--- config.mk ---
export PLATFORM = sky130hd
export DESIGN_NAME = gcd_host_sequencer
export DESIGN_NICKNAME = d
export VERILOG_FILES = /design/src/rtl/gcd_host_sequencer.sv
export SDC_FILE = /design/constraint.sdc
export NUM_CORES = 1
export LEC_CHECK = 0
export BUFFER_PORTS_ARGS = -buffer_cell sky130_fd_sc_hd__buf_2
export CORE_UTILIZATION = 45
export CTS_CLUSTER_DIAMETER = 200
export CTS_CLUSTER_SIZE = 20
export DETAILED_ROUTE_END_ITERATION = 6
export GPL_TIMING_DRIVEN = 0
export PLACE_DENSITY_LB_ADDON = 0.12
export SYNTH_ARGS = -nofsm -noshare
export SYNTH_HDL_FRONTEND = slang
export SYNTH_SLANG_ARGS = --single-unit
--- constraint.sdc ---
create_clock -name clk -period 3.82 [get_ports clk]
set_input_delay 0.191 -clock clk [delete_from_list [all_inputs] [get_ports clk]]
set_output_delay 0.191 -clock clk [all_outputs]
set_load 0.01 [all_outputs]
--- src/rtl/gcd_host_sequencer.sv ---
// gcd_host_sequencer
//   Host-side initiator for a GCD core with a start/data_in/done interface.
//   Takes an operand pair on a valid/ready request port, serialises A then B
//   onto the core's shared input bus, waits for done (bounded by a timeout),
//   and returns the result on a valid/ready response port. Zero operands are
//   answered locally without involving the core.
//
// Ports
//   clk, rst_n          clock, synchronous active-low reset
//   req_valid/req_ready request handshake, req_a/req_b operands
//   rsp_valid/rsp_ready response handshake, rsp_gcd result, rsp_timeout abort flag
//   gcd_start           one-cycle start pulse to the core (A on the bus)
//   gcd_data            core data_in bus (A, then B, otherwise 0)
//   gcd_done/gcd_result core completion flag and result
//   busy                high whenever the sequencer is not idle
module gcd_host_sequencer #(
    parameter int WIDTH   = 16,
    parameter int TIMEOUT = 1023,
    parameter int TO_W    = 10
) (
    input  logic             clk,
    input  logic             rst_n,
    input  logic             req_valid,
    output logic             req_ready,
    input  logic [WIDTH-1:0] req_a,
    input  logic [WIDTH-1:0] req_b,
    output logic             rsp_valid,
    input  logic             rsp_ready,
    output logic [WIDTH-1:0] rsp_gcd,
    output logic             rsp_timeout,
    output logic             gcd_start,
    output logic [WIDTH-1:0] gcd_data,
    input  logic             gcd_done,
    input  logic [WIDTH-1:0] gcd_result,
    output logic             busy
);

    typedef enum logic [2:0] {
        S_IDLE,
        S_LOAD_A,
        S_LOAD_B,
        S_WAIT,
        S_RESP
    } state_e;

    // Counter value seen in the last permitted WAIT cycle; the edge ending
    // that cycle aborts if done is still low.
    localparam logic [TO_W-1:0] TO_LAST = TO_W'(TIMEOUT - 1);

    state_e            state_q, state_d;
    logic [WIDTH-1:0]  a_q, a_d;
    logic [WIDTH-1:0]  b_q, b_d;
    logic [TO_W-1:0]   cnt_q, cnt_d;
    logic [WIDTH-1:0]  gcd_q, gcd_d;
    logic              to_q, to_d;

    // State and holding registers
    always_ff @(posedge clk) begin
        if (!rst_n) begin
            state_q <= S_IDLE;
            a_q     <= '0;
            b_q     <= '0;
            cnt_q   <= '0;
            gcd_q   <= '0;
            to_q    <= 1'b0;
        end else begin
            state_q <= state_d;
            a_q     <= a_d;
            b_q     <= b_d;
            cnt_q   <= cnt_d;
            gcd_q   <= gcd_d;
            to_q    <= to_d;
        end
    end

    // Next-state and holding-register update
    always_comb begin
        state_d = state_q;
        a_d     = a_q;
        b_d     = b_q;
        cnt_d   = cnt_q;
        gcd_d   = gcd_q;
        to_d    = to_q;
        case (state_q)
            S_IDLE: begin
                if (req_valid) begin
                    a_d = req_a;
                    b_d = req_b;
                    // gcd(0,x)=x and gcd(0,0)=0, so the OR is the answer.
                    if (req_a == '0 || req_b == '0) begin
                        gcd_d   = req_a | req_b;
                        to_d    = 1'b0;
                        state_d = S_RESP;
                    end else begin
                        state_d = S_LOAD_A;
                    end
                end
            end
            S_LOAD_A: state_d = S_LOAD_B;
            S_LOAD_B: begin
                cnt_d   = '0;
                state_d = S_WAIT;
            end
            S_WAIT: begin
                // Done is checked first so it wins over a same-cycle timeout.
                if (gcd_done) begin
                    gcd_d   = gcd_result;
                    to_d    = 1'b0;
                    state_d = S_RESP;
                end else begin
                    cnt_d = cnt_q + TO_W'(1);
                    if (cnt_q == TO_LAST) begin
                        gcd_d   = '0;
                        to_d    = 1'b1;
                        state_d = S_RESP;
                    end
                end
            end
            S_RESP: begin
                if (rsp_ready) state_d = S_IDLE;
            end
            default: state_d = S_IDLE;
        endcase
    end

    // Outputs decoded from state and holding registers only
    always_comb begin
        req_ready   = (state_q == S_IDLE);
        busy        = (state_q != S_IDLE);
        rsp_valid   = (state_q == S_RESP);
        rsp_gcd     = gcd_q;
        rsp_timeout = to_q;
        gcd_start   = (state_q == S_LOAD_A);
        gcd_data    = '0;
        if (state_q == S_LOAD_A) gcd_data = a_q;
        if (state_q == S_LOAD_B) gcd_data = b_q;
    end

endmodule

* Word-level counts from Yosys, hierarchy flattened
Cells that the tools add are included.
** Storage, ports and cells
- Flip-flop bits (word level) :: 62
- Input bits :: 53
- Output and inout port bits :: 37
- Word-level logic and storage cells :: 49
** Operators by class
- Add/sub/neg operators :: 1
- Equal/unequal tests :: 10
- Muxes and demuxes :: 20
- Bitwise operators :: 1
- Reduce and logical (&&, ||, !) cells :: 11
** Operators by type and width (count)
- $mux W16 :: 6
- $logic_not A16 Y1 :: 2
- $pmux W16 S2 :: 1
- $pmux W10 S2 :: 1
- $or A16 B16 Y16 :: 1
- $mux W3 :: 5
- $pmux W3 S5 :: 1
- $add A10 B1 Y10 const B :: 1
- $eq A10 B10 Y1 const B :: 1
- $mux W10 :: 1
- $eq A3 B2 Y1 const B :: 2
- $mux W1 :: 4
- $ne A2 B1 Y1 const B :: 2
- $ne A2 B2 Y1 const B :: 2
- $reduce_and A2 Y1 :: 2
- $reduce_and A4 Y1 :: 1
- $reduce_bool A2 Y1 :: 2
- $eq A3 B1 Y1 const B :: 1
- $eq A3 B3 Y1 const B :: 1
- $logic_not A3 Y1 :: 1
- $ne A3 B3 Y1 const B :: 1
- $reduce_and A3 Y1 :: 1
- $reduce_bool A3 Y1 :: 1
- $pmux W1 S2 :: 1
- $logic_or A1 B1 Y1 :: 1

* Depth between registers and ports, before layout
Gate-level depths: netlist of the first run.
- Depth in word-level cells :: 5
- Depth in mapped cells :: 9
- Mapped depth without buffers :: 7

* Worst setup path after synthesis of the first run
No wires, ideal clock.
- Path type :: register to register
- From :: reg state_q[1]
- To :: reg gcd_q[10], in the netlist rsp_gcd[10]
- Setup time :: 0.072 ns
- Data arrival time :: 1.571 ns
- Data required time :: 3.748 ns
- Slack :: 2.177 ns
- Cell stages (with the launch flop) :: 9
- Buffers on the path :: 3
- Period minus slack after synthesis :: 1.643 ns
- Path through :: dfxtp_1 buf_4 or3_4 nor2_1 nor2_1 o21ai_1 buf_4 buf_6 mux2i_1
** Between the ends
- Cells in the longest elaborated chain, start to end :: 3
- Elaborated cells on any way between the ends :: 8
- Those cells by class :: eq/ne: 4; mux: 1; reduce/logical: 3
** Ends and longest elaborated chain
- from (decl) :: RTL line 50 : state_e state_q, state_d;
- from (signal assigned) :: RTL line 67 : state_q <= state_d;
- $eq A3 B2 Y1 or $logic_not A3 Y1 (tied branches) :: RTL line 84 : case (state_q)
- $ne A3 B3 Y1 (no source line), or another cell as far along
- $reduce_and A4 Y1 (no source line)
- to (signal assigned) :: RTL line 71 : gcd_q <= gcd_d;
- to (decl) :: RTL line 54 : logic [WIDTH-1:0] gcd_q, gcd_d;
Parallel ways exist; a longest one is shown, timed or not.
A chain may end at the register's enable or synchronous reset.

* Final worst setup path of the first run
- From :: reg state_q[0]
- To :: out gcd_data[14]
** Between the ends
- Cells in the longest elaborated chain, start to end :: 3
- Elaborated cells on any way between the ends :: 4
- Those cells by class :: eq/ne: 2; mux: 2
** Ends and longest elaborated chain
- $eq A3 B1 Y1 :: RTL line 135 : if (state_q == S_LOAD_A) gcd_data = a_q;
- $mux W16 :: RTL line 135
- $mux W16 (*) :: RTL line 136 : if (state_q == S_LOAD_B) gcd_data = b_q;
- to (decl) :: RTL line 32 : output logic [WIDTH-1:0] gcd_data,
Mark *: on every way between the ends. The rest lies on a longest branch, timed or not.

==> results of run 1 <==
[cell type report]
cell class | instances | area, um2 | share of cell area
Clock buffer | 13 | 168.9 | 0.04491
Inverter | 4 | 15.01 | 0.003992
Sequential cell | 62 | 1241 | 0.3300
Timing Repair Buffer | 87 | 435.4 | 0.1158
Buffer | 29 | 142.6 | 0.03792
Clock inverter | 3 | 65.06 | 0.01730
Tap cell | 77 | 96.34 | 0.02562
Multi-Input combinational cell | 265 | 1597 | 0.4245
[cell usage after synthesis (2+ instances only)]
cell type	n	area (um2)
buf_2	6	30.03
a21oi_1	3	15.01
and2_1	2	12.51
mux2i_1	16	160.2
xor2_1	6	52.55
o21ai_0	4	20.02
buf_1	2	7.510
a22o_1	16	140.1
o311ai_0	16	140.1
nand4_1	7	43.79
nor4_1	8	50.05
buf_6	2	22.52
nor2_1	11	41.29
inv_1	3	11.26
ha_1	2	25.02
or3_1	2	12.51
buf_4	3	22.52
a21boi_1	9	67.56
a21boi_0	24	180.2
dfxtp_1	62	1241
nand2_1	117	439.2
clkbuf_1	16	60.06
and3_1	3	18.77
[worst register-to-register path, stage by stage (launching register included)]
cell      delay (ps)
dfxtp_1          300
buf_2            170
and4bb_2         380
o31a_1           240
nor2_1            70
o21ai_1           70
buf_4            200
buf_6            190
mux2i_1          200
[logic make-up (layout without fill, tap and decap cells)]
kind of cell	count (synthesis)	in the layout	share of synthesized area
compound gates	79	79	0.2063
xor+xnor	7	7	0.02047
fa+ha+maj	2	2	0.008353
buf+inv	33	136	0.05263
flops	62	62	0.4144
mux	16	16	0.05347
simple gates	161	161	0.2444
[cell usage in the layout (no fill, tap or decap), types with 6 or more instances in the layout]
cell / n
buf_2: 93
nor4_1: 8
nand4_1: 7
mux2i_1: 16
clkbuf_1: 17
a22o_1: 16
o311ai_0: 16
xor2_1: 6
a21boi_1: 9
nor2_1: 11
a21boi_0: 24
clkbuf_8: 12
dfxtp_1: 62
nand2_1: 117
[power by group through the flow]
stage,sequential [W],clock [W],combinational [W]
floorplan,0.000717,0,0.000173
global placement,0.000717,0,0.000282
detailed placement,0.000718,0,0.000285
CTS,0.000703,0.000676,0.000286
global route,0.000707,0.000706,0.000317
finish,0.000703,0.000670,0.000287
[flip-flops by register name (all words and copies together) (netlist names)]
register and count:
rsp_gcd 16, a_q 16, b_q 16, cnt_q 10, state_q 3, rsp_timeout 1
[routing by layer]
metal	global-route usage	routed length, um	part of all wire
met5	0	0	0
met1	0.3514	4002	0.48
met2	0.3747	3733	0.45
met4	0.09399	97	0.012
met3	0.05341	477	0.057
[how the worst max path moves through the flow]
stage | start | end | slack, ps | depth (start not counted)
6_report | state_q[0] | gcd_data[14] | 1440 | 5
5_1_grt | state_q[0] | gcd_data[6] | 1250 | 5
4_1_cts | state_q[0] | gcd_data[14] | 1450 | 5
3_5_place_dp | state_q[0] | gcd_data[14] | 1830 | 5
3_3_place_gp | state_q[0] | gcd_data[14] | 1830 | 5
2_1_floorplan | state_q[1] | rsp_gcd[10] | 2180 | 8
[metrics by stage]
stage / util / hold WS (ps) / setup WS [ps] / instance area (um2) / power, W
after CTS: 0.5890 / 117.5 / 1453 / 3761 / 0.001666
after global routing: 0.5890 / 127.6 / 1245 / 3761 / 0.001730
after global placement: 0.5523 / 440.5 / 1826 / 3527 / 0.0009988
after floorplan: - / 325.8 / 2177 / 2995 / 0.0008903
after detailed placement: 0.5523 / 447.9 / 1830 / 3527 / 0.001003
final: 0.5890 / 118.9 / 1437 / 3761 / 0.001660
==> metrics.md, run 1 <==
| Metric | Value |
|---|---|
| Placed cell count | 524 |
| Via/cell ratio | 5.374 |
| Clock latency on the worst-skew pair | 330 ps |
| Fin. max-slew vios | 0 |
| Critical path required time | 3630 ps |
| Max incr delay on CP | 550 ps |
| Final Non-Filler Cells | 540 |
| Largest net degree at the start of global routing | 11 |
| HPWL Detailed | 6465 um |
| Syn_area_per_cell | 8.320 um2 |
| Vias | 2902 |
| Worst path bufs/invs | 3 |
| Internal Pwr Total | 0.001217 W |
| Netlist cell types | 43 |
| Run status | complete, no violations |
| Setup Skew | 9.011 ps |
| Antenna diodes | 0 |
| Post-CTS setup buffer count | 0 |
| Power Density | 441.4 mW/mm2 |
| Yosys warns | 0 |
| Least-Margin Pin Slew | 627.5 ps |
| DR WL/cell | 15.39 um |
| Synth Instances | 360 |
| Setup TNS | 0 ps |
| Initial Utilization | 0.4690 |
| # hold bufs at CTS | 0 |
| DR pass1 iterations | 4 |
| Final hold viol count | 0 |
| Reg power frac | 0.424 |
| Slew headroom | 0.5799 |
| CTS Root Cell | clkbuf_8 |
| Number of synthesized register bits | 62 |
| RSZ-0062 raised after global routing | false |
| Crit Path Class | reg -> out |
| Crit end category | primary output |
| Lkg Pwr | 1.713 nW |
| WHS Path Cells | 3 |
| Clock share of power | 0.403 |
| Hold Path End | b_q[7] |
| Die ar. | 0.006986 mm2 |
| Initial DRC Count | 166 |
| Global Route Usage Sum | 0.2496 |
| Initial antenna violation count | 0 |
| Crit path DAT | 2190 ps |
| F_max | 419.7 MHz |
| Layout Nets | 513 |
| Core area | 0.006386 mm2 |
| Final setup violation count | 0 |
| Worst-path clk slew | 70 ps |
| Syn_nets | 415 |
| Gr ovfl total | 0 |
| Hold wc startpoint | req_b[7] |
| Cell Chain, Critical Path | buf_4 -> nor3b_2 -> clkbuf_1 -> a22o_1 -> buf_2 |
| VDD IR max | 236.6 uV |
| Switching pwr | 0.0004430 W |
| CTS buffer count | 9 |
| PortBufs | 87 |
| Logic pwr share | 0.173 |
| # rows | 29 |
| Worst r2r dst | rsp_gcd[7] |
| Bufs on Longest Clock Path | 2 |
| First-pass GRT wire length | 13840 um |
| CP delay by family, top | buffers and inverters |
| Final GP Congestion | 0.8912 |
| Switching Fraction | 0.2669 |
| Synth Flop Type | dfxtp_1 |
| Sequential element share of the synthesized area | 0.4144 |
| CP Launch Type | register |
| Worst R2R Path Depth | 8 |
| R2R Setup Slk | 1920 ps |
| Crit-path slowest cell | nor3b_2 |
| Ys async rst share | 0 |
| Top-level I/O count | 90 |
| R2R Path Start | state_q[2] |
| Minimum clock period | 2383 ps |
| # clock sinks | 62 |
| CTS tree | yes |
| Max Cap Violations | 0 |
| Hold Path Class | in -> reg |
| Fill cells | 633 |
| Die height | 83.59 um |
| DRT Wirelength | 8310 um |
| CP max FO | 10 |
| Mapped cell area | 0.002995 mm2 |
| Share of cells above drive strength 1 | 0.2592 |
| Area Growth Syn to Fin | 25.56% |
| Overall die width | 83.59 um |
| Gates resized, CTS repair | 0 |
| H-tree depth | 3 |
| Detail Route Antenna Nets | 0 |
| Post-synth EDFFs | 0 |
| DRC viols | 0 |
| Period Utilization, post-route | 0.6237 |
| Number of global-route vias before repair | 2786 |
Note: power is estimated with default switching activity, not from simulation.
==> run 2: changes to the inputs <==
--- a/config.mk
+++ b/config.mk
@@ -5,6 +5,7 @@
 export SDC_FILE = /design/constraint.sdc
 export NUM_CORES = 1
 export LEC_CHECK = 0
+export ABC_AREA = 1
 export BUFFER_PORTS_ARGS = -buffer_cell sky130_fd_sc_hd__buf_2
 export CORE_UTILIZATION = 45
 export CTS_CLUSTER_DIAMETER = 200
==> constraint.sdc (replaced) <==
create_clock -name clk -period 1.9 [get_ports clk]
set_input_delay 0.095 -clock clk [delete_from_list [all_inputs] [get_ports clk]]
set_output_delay 0.095 -clock clk [all_outputs]
set_load 0.01 [all_outputs]
==> metrics.md, run 2 <==
| Metric | Value |
|---|---|
| Gr ovfl total | 0 |
| Initial DRC Count | 151 |
| Number of synthesized register bits | 62 |
| Slew headroom | 0.6651 |
| Commonest cells post-synth | 70 x nand2_1, 62 x dfxtp_1, 57 x a21oi_1 |
| Crit-path slowest cell | dfxtp_1 |
| CTS tree | yes |
| Largest net degree at the start of global routing | 20 |
| Count leader, synth | nand2_1 |
| Initial antenna violation count | 0 |
| DRT Wirelength | 8513 um |
| Synth Flop Type | dfxtp_1 |
| F_max | 534.8 MHz |
| Core Util, Final | 0.5852 |
| Lkg Pwr | 1.689 nW |
| Crit end category | primary output |
| Final setup violation count | 0 |
| Layout Nets | 590 |
| Max Cap Violations | 0 |
| Setup Skew | 11.79 ps |
| Initial Utilization | 0.4708 |
| Minimum clock period | 1870 ps |
| Vias | 3209 |
| Core area | 0.006386 mm2 |
| Clock latency on the worst-skew pair | 340 ps |
| CTS Root Cell | clkbuf_8 |
| Crit Path Class | reg -> out |
| Overall die width | 83.74 um |
| DR WL/cell | 13.80 um |
| CP delay by family, top | buffers and inverters |
| Fin. max-slew vios | 0 |
| Max incr delay on CP | 400 ps |
| Share of cells above drive strength 1 | 0.2333 |
| Top-level I/O count | 90 |
| Synth Instances | 437 |
| RSZ-0062 raised after global routing | true |
| Tot Pwr | 0.004524 W |
| Worst-path clk slew | 80 ps |
| HPWL Detailed | 6506 um |
| Syn_nets | 492 |
| Most common cell after layout, fill and taps aside | buf_2 |
| Mapped cell area | 0.003007 mm2 |
| # clock sinks | 62 |
| Worst path bufs/invs | 3 |
| Number of global-route vias before repair | 2900 |
| Final hold viol count | 0 |
| Via/cell ratio | 5.201 |
| Most frequent cells in the layout | 95 x buf_2, 70 x nand2_1, 61 x dfxtp_1 |
| Sequential element share of the synthesized area | 0.4128 |
| Netlist cell types | 25 |
| Detail Route Antenna Nets | 0 |
| PortBufs | 88 |
| Worst hold slack | 54.42 ps |
| DRC viols | 0 |
| Cell Chain, Critical Path | nor3_2 -> inv_2 -> clkbuf_2 -> o22ai_1 -> buf_2 |
| Post-synth EDFFs | 0 |
| CP Launch Type | register |
| DR pass1 iterations | 5 |
| Bufs on Longest Clock Path | 2 |
| Post-CTS setup buffer count | 0 |
| Hold Path Class | in -> reg |
| Area Growth Syn to Fin | 24.30% |
| Power Density | 1210 mW/mm2 |
| Crit path DAT | 1770 ps |
| Synth top area cells | dfxtp_1 41%, a21oi_1 9.5%, nand2_1 8.7% |
| Least-Margin Pin Slew | 502.3 ps |
| Cell taking the most area after synthesis | dfxtp_1 |
| Antenna diodes | 0 |
| Synth top area share | 0.4128 |
| H-tree depth | 3 |
| Yosys warns | 0 |
| Ys async rst share | 0 |
| # hold bufs at CTS | 0 |
| Critical path required time | 1800 ps |
| Final GP Congestion | 0.8679 |
| Syn_area_per_cell | 6.880 um2 |
| Die ar. | 0.007012 mm2 |
| Run status | complete, no violations |
| Global Route Usage Sum | 0.2486 |
| Die height | 83.74 um |
| CP max FO | 10 |
| First-pass GRT wire length | 13660 um |
| # rows | 29 |
| Period Utilization, post-route | 0.9841 |
| CTS buffer count | 9 |
| VDD IR max | 603.7 uV |
## run 2: cell types whose count changed after synthesis, moves of 24 or more
cell	change
a21oi_1	+54
inv_1	+47
nand2_1	-47
o21ai_0	+46
nor2_1	+35
a21boi_0	-24
## run 2: worst paths after layout
check,from,end,slack [ps],cells past startpoint
max,state_q[1],gcd_data[13],30,5
min,rsp_ready,state_q[2],50,4
max reg2reg,state_q[1],a_q[11],100,5
min reg2reg,cnt_q[4],cnt_q[4],450,2
## run 2: final cells by class
type / instances / area [um2]
well taps: 77 / 96.34
clock inverters: 6 / 62.56
repair buffers: 88 / 440.4
multi-input cells: 296 / 1461
plain buffers: 24 / 103.9
inverters: 54 / 202.7
fillers: 640 / 2649
flip-flops and latches: 62 / 1242
clock buffers: 10 / 127.6
## run 2: per-stage QoR
| stage | setup TNS [ps] | instances | cell area [um2] | setup WS (ps) |
|---|---|---|---|---|
| final | 0 | 617 | 3737 | 30.30 |
| after global placement | 0 | 602 | 3543 | 105.7 |
| after global routing | -1065 | 617 | 3737 | -85.69 |
| after CTS | 0 | 617 | 3737 | 59.58 |
| after detailed placement | 0 | 602 | 3543 | 101.1 |
| after floorplan | 0 | 437 | 3007 | 370.0 |
## run 2: kinds of logic (layout without fill, tap and decap cells)
group / Yosys count / count (layout) / share of synthesized area
adders and majority gates: 2 / 2 / 0.008322
and+or+nand+nor: 150 / 150 / 0.2156
buffers and inverters: 79 / 182 / 0.1028
AOI/OAI and AO/OA: 144 / 144 / 0.2605
DFF: 62 / 62 / 0.4128
## run 2: what timing repair did
action                     in CTS  in global routing
setup endpoints to repair      10                 27
hold endpoints to repair        0                  0
gates resized for setup         3                  0
## run 2: where the power goes
part           switching, W  internal (W)
Sequential         0.000122       0.00157
Clock              0.000530      0.000601
Combinational       0.00113      0.000569
Total               0.00178       0.00274
## run 2: per-layer routing
metal	wire [um]	part of all wire	vias to the layer above	track usage
met5	0	0	-	0
met4	144	0.017	0	0.08937
met3	632	0.074	13	0.06133
met2	3787	0.44	119	0.3851
met1	3948	0.46	1439	0.3360
li1	-	-	1638	-
## run 2: worst register-to-register path, delay by kind of cell, from the launching register on
family,cells,cell delay [ps]
simple gates,2,670
buf+inv,1,310
compound gates,2,320
flops,1,400
==> run 3: changes to the inputs <==
--- a/config.mk
+++ b/config.mk
@@ -5,7 +5,6 @@
 export SDC_FILE = /design/constraint.sdc
 export NUM_CORES = 1
 export LEC_CHECK = 0
-export ABC_AREA = 1
 export BUFFER_PORTS_ARGS = -buffer_cell sky130_fd_sc_hd__buf_2
 export CORE_UTILIZATION = 45
 export CTS_CLUSTER_DIAMETER = 200
==> metrics.md, run 3 (same netlist as run 1, synthesis figures left out) <==
| Metric | Value |
|---|---|
| CTS Root Cell | clkbuf_8 |
| Core Util, Final | 0.5993 |
| Initial antenna violation count | 0 |
| Crit path DAT | 2050 ps |
| Max Cap Violations | 0 |
| H-tree depth | 3 |
| Post-Place Setup Slack | 5.711 ps |
| Slew headroom | 0.6461 |
| CP max FO | 10 |
| Tot Pwr | 0.003368 W |
| Run status | complete, no violations |
| DRT Wirelength | 8464 um |
| CTS tree | yes |
| Crit-path slowest cell | and4bb_2 |
| Antenna diodes | 0 |
| Global Route Usage Sum | 0.2492 |
| Hold Path End | b_q[10] |
| Share of cells above drive strength 1 | 0.2772 |
| Top-level I/O count | 90 |
| Final GP Congestion | 0.8912 |
| Die ar. | 0.006986 mm2 |
| Crit Path Class | reg -> reg |
| Largest net degree at the start of global routing | 11 |
| VDD IR max | 480.8 uV |
| Gr ovfl total | 0 |
| Worst-path clk slew | 70 ps |
| DR pass1 iterations | 4 |
| PortBufs | 87 |
| # clock sinks | 62 |
| Number of global-route vias before repair | 2770 |
| WHS Path Cells | 3 |
| Least-Margin Pin Slew | 530.9 ps |
| Worst r2r dst | rsp_gcd[7] |
| Initial DRC Count | 174 |
| HPWL Detailed | 6465 um |
| Final hold viol count | 0 |
| Power Density | 880.1 mW/mm2 |
| Bufs on Longest Clock Path | 2 |
| Setup TNS | 0 ps |
| Layout Nets | 519 |
| Final setup violation count | 0 |
| Lkg Pwr | 1.763 nW |
| Detail Route Antenna Nets | 0 |
| Vias | 2942 |
| # hold bufs at CTS | 0 |
| Clock latency on the worst-skew pair | 340 ps |
| DRC viols | 0 |
| Area Growth Syn to Fin | 27.78% |
| R2R Path Start | state_q[2] |
| Overall die width | 83.59 um |
| Most frequent cells in the layout | 117 x nand2_1, 92 x buf_2, 62 x dfxtp_1 |
| Fin. max-slew vios | 0 |
| DR WL/cell | 15.50 um |
| Critical path required time | 2160 ps |
| Worst Setup Slack, final | 109.5 ps |
| F_max | 558.5 MHz |
| CP Launch Type | register |
| RSZ-0062 raised after global routing | false |
| Via/cell ratio | 5.388 |
| Minimum clock period | 1791 ps |
| Hold Path Class | in -> reg |
| CTS buffer count | 9 |
| Setup Skew | 7.381 ps |
| Crit end category | register |
| Most common cell after layout, fill and taps aside | nand2_1 |
| Hold wc startpoint | req_b[10] |
| First-pass GRT wire length | 13800 um |
| Final Non-Filler Cells | 546 |
| Die height | 83.59 um |
| # rows | 29 |
| Initial Utilization | 0.4690 |
| Placed cell count | 524 |
| Max incr delay on CP | 390 ps |
| Period Utilization, post-route | 0.9424 |
| R2R Setup Slk | 110 ps |
| Cell Chain, Critical Path | buf_2 -> and4bb_2 -> o31a_1 -> nor2_1 -> o21ai_1 -> buf_6 -> buf_8 -> mux2i_1 |
| Worst R2R Path Depth | 8 |
| Core area | 0.006386 mm2 |
==> run 3: changes by cell type in the layout (fill, tap and decap cells not counted), sizes merged, moves of 33 or more <==
cell | before | now
inv | 54 | 4
nand2 | 71 | 117
o21ai | 53 | 5
nor2 | 50 | 11
a21boi | 0 | 33
a21oi | 57 | 3
==> run 3: final cells by class <==
cell class / count / area, um2
Clock inverter: 3 / 65.06
Fill cell: 625 / 2559
Inverter: 4 / 15.01
Clock buffer: 13 / 168.9
Sequential cell: 62 / 1241
Buffer: 29 / 157.7
Tap cell: 77 / 96.34
Timing Repair Buffer: 93 / 480.5
Multi-Input combinational cell: 265 / 1603
==> run 3: worst max-delay path: cells and delay by family, from the launching register on <==
family	cells	cell delay, ps
AOI/OAI and AO/OA	2	280
muxes	1	200
buffers and inverters	3	490
DFF	1	300
and+or+nand+nor	2	450
==> run 3: power breakdown <==
group | internal, W | total, W | switching, W
clock | 0.000845 | 0.00135 | 0.000503
sequential | 0.00138 | 0.00141 | 0.0000366
combinational | 0.000244 | 0.000606 | 0.000362
==> run 3: worst max-delay path by stage <==
stage / from / to / slack [ps] / depth (start not counted)
final: state_q[2] / rsp_gcd[7] / 110 / 8
after global routing: state_q[2] / cnt_q[7] / 3 / 7
after CTS: state_q[2] / rsp_gcd[7] / 30 / 8
after detailed placement: state_q[2] / rsp_gcd[7] / 6 / 8
after global placement: state_q[0] / gcd_data[14] / 2 / 5
after floorplan: state_q[1] / rsp_gcd[10] / 260 / 8
==> run 3: stage by stage <==
step           hold WS [ps]  area, um2
6_report              28.69       3827
5_1_grt               33.12       3827
4_1_cts               21.46       3792
3_5_place_dp          375.0       3527
3_3_place_gp          371.3       3527
2_1_floorplan         229.8       2995
==> run 3: repair_timing <==
item	in CTS	in global routing
setup buffers	3	3
resized for setup	3	16
pin swaps	0	1
endpoints found under the setup margin	12	11
==> run 3: per-layer routing <==
metal  wire length (um)  up-vias  track usage
met5                  0        -            0
met4                125        0      0.09399
met1               4091     1367       0.3521
met3                485       14      0.05143
li1                   -     1466            -
met2               3761       95       0.3740
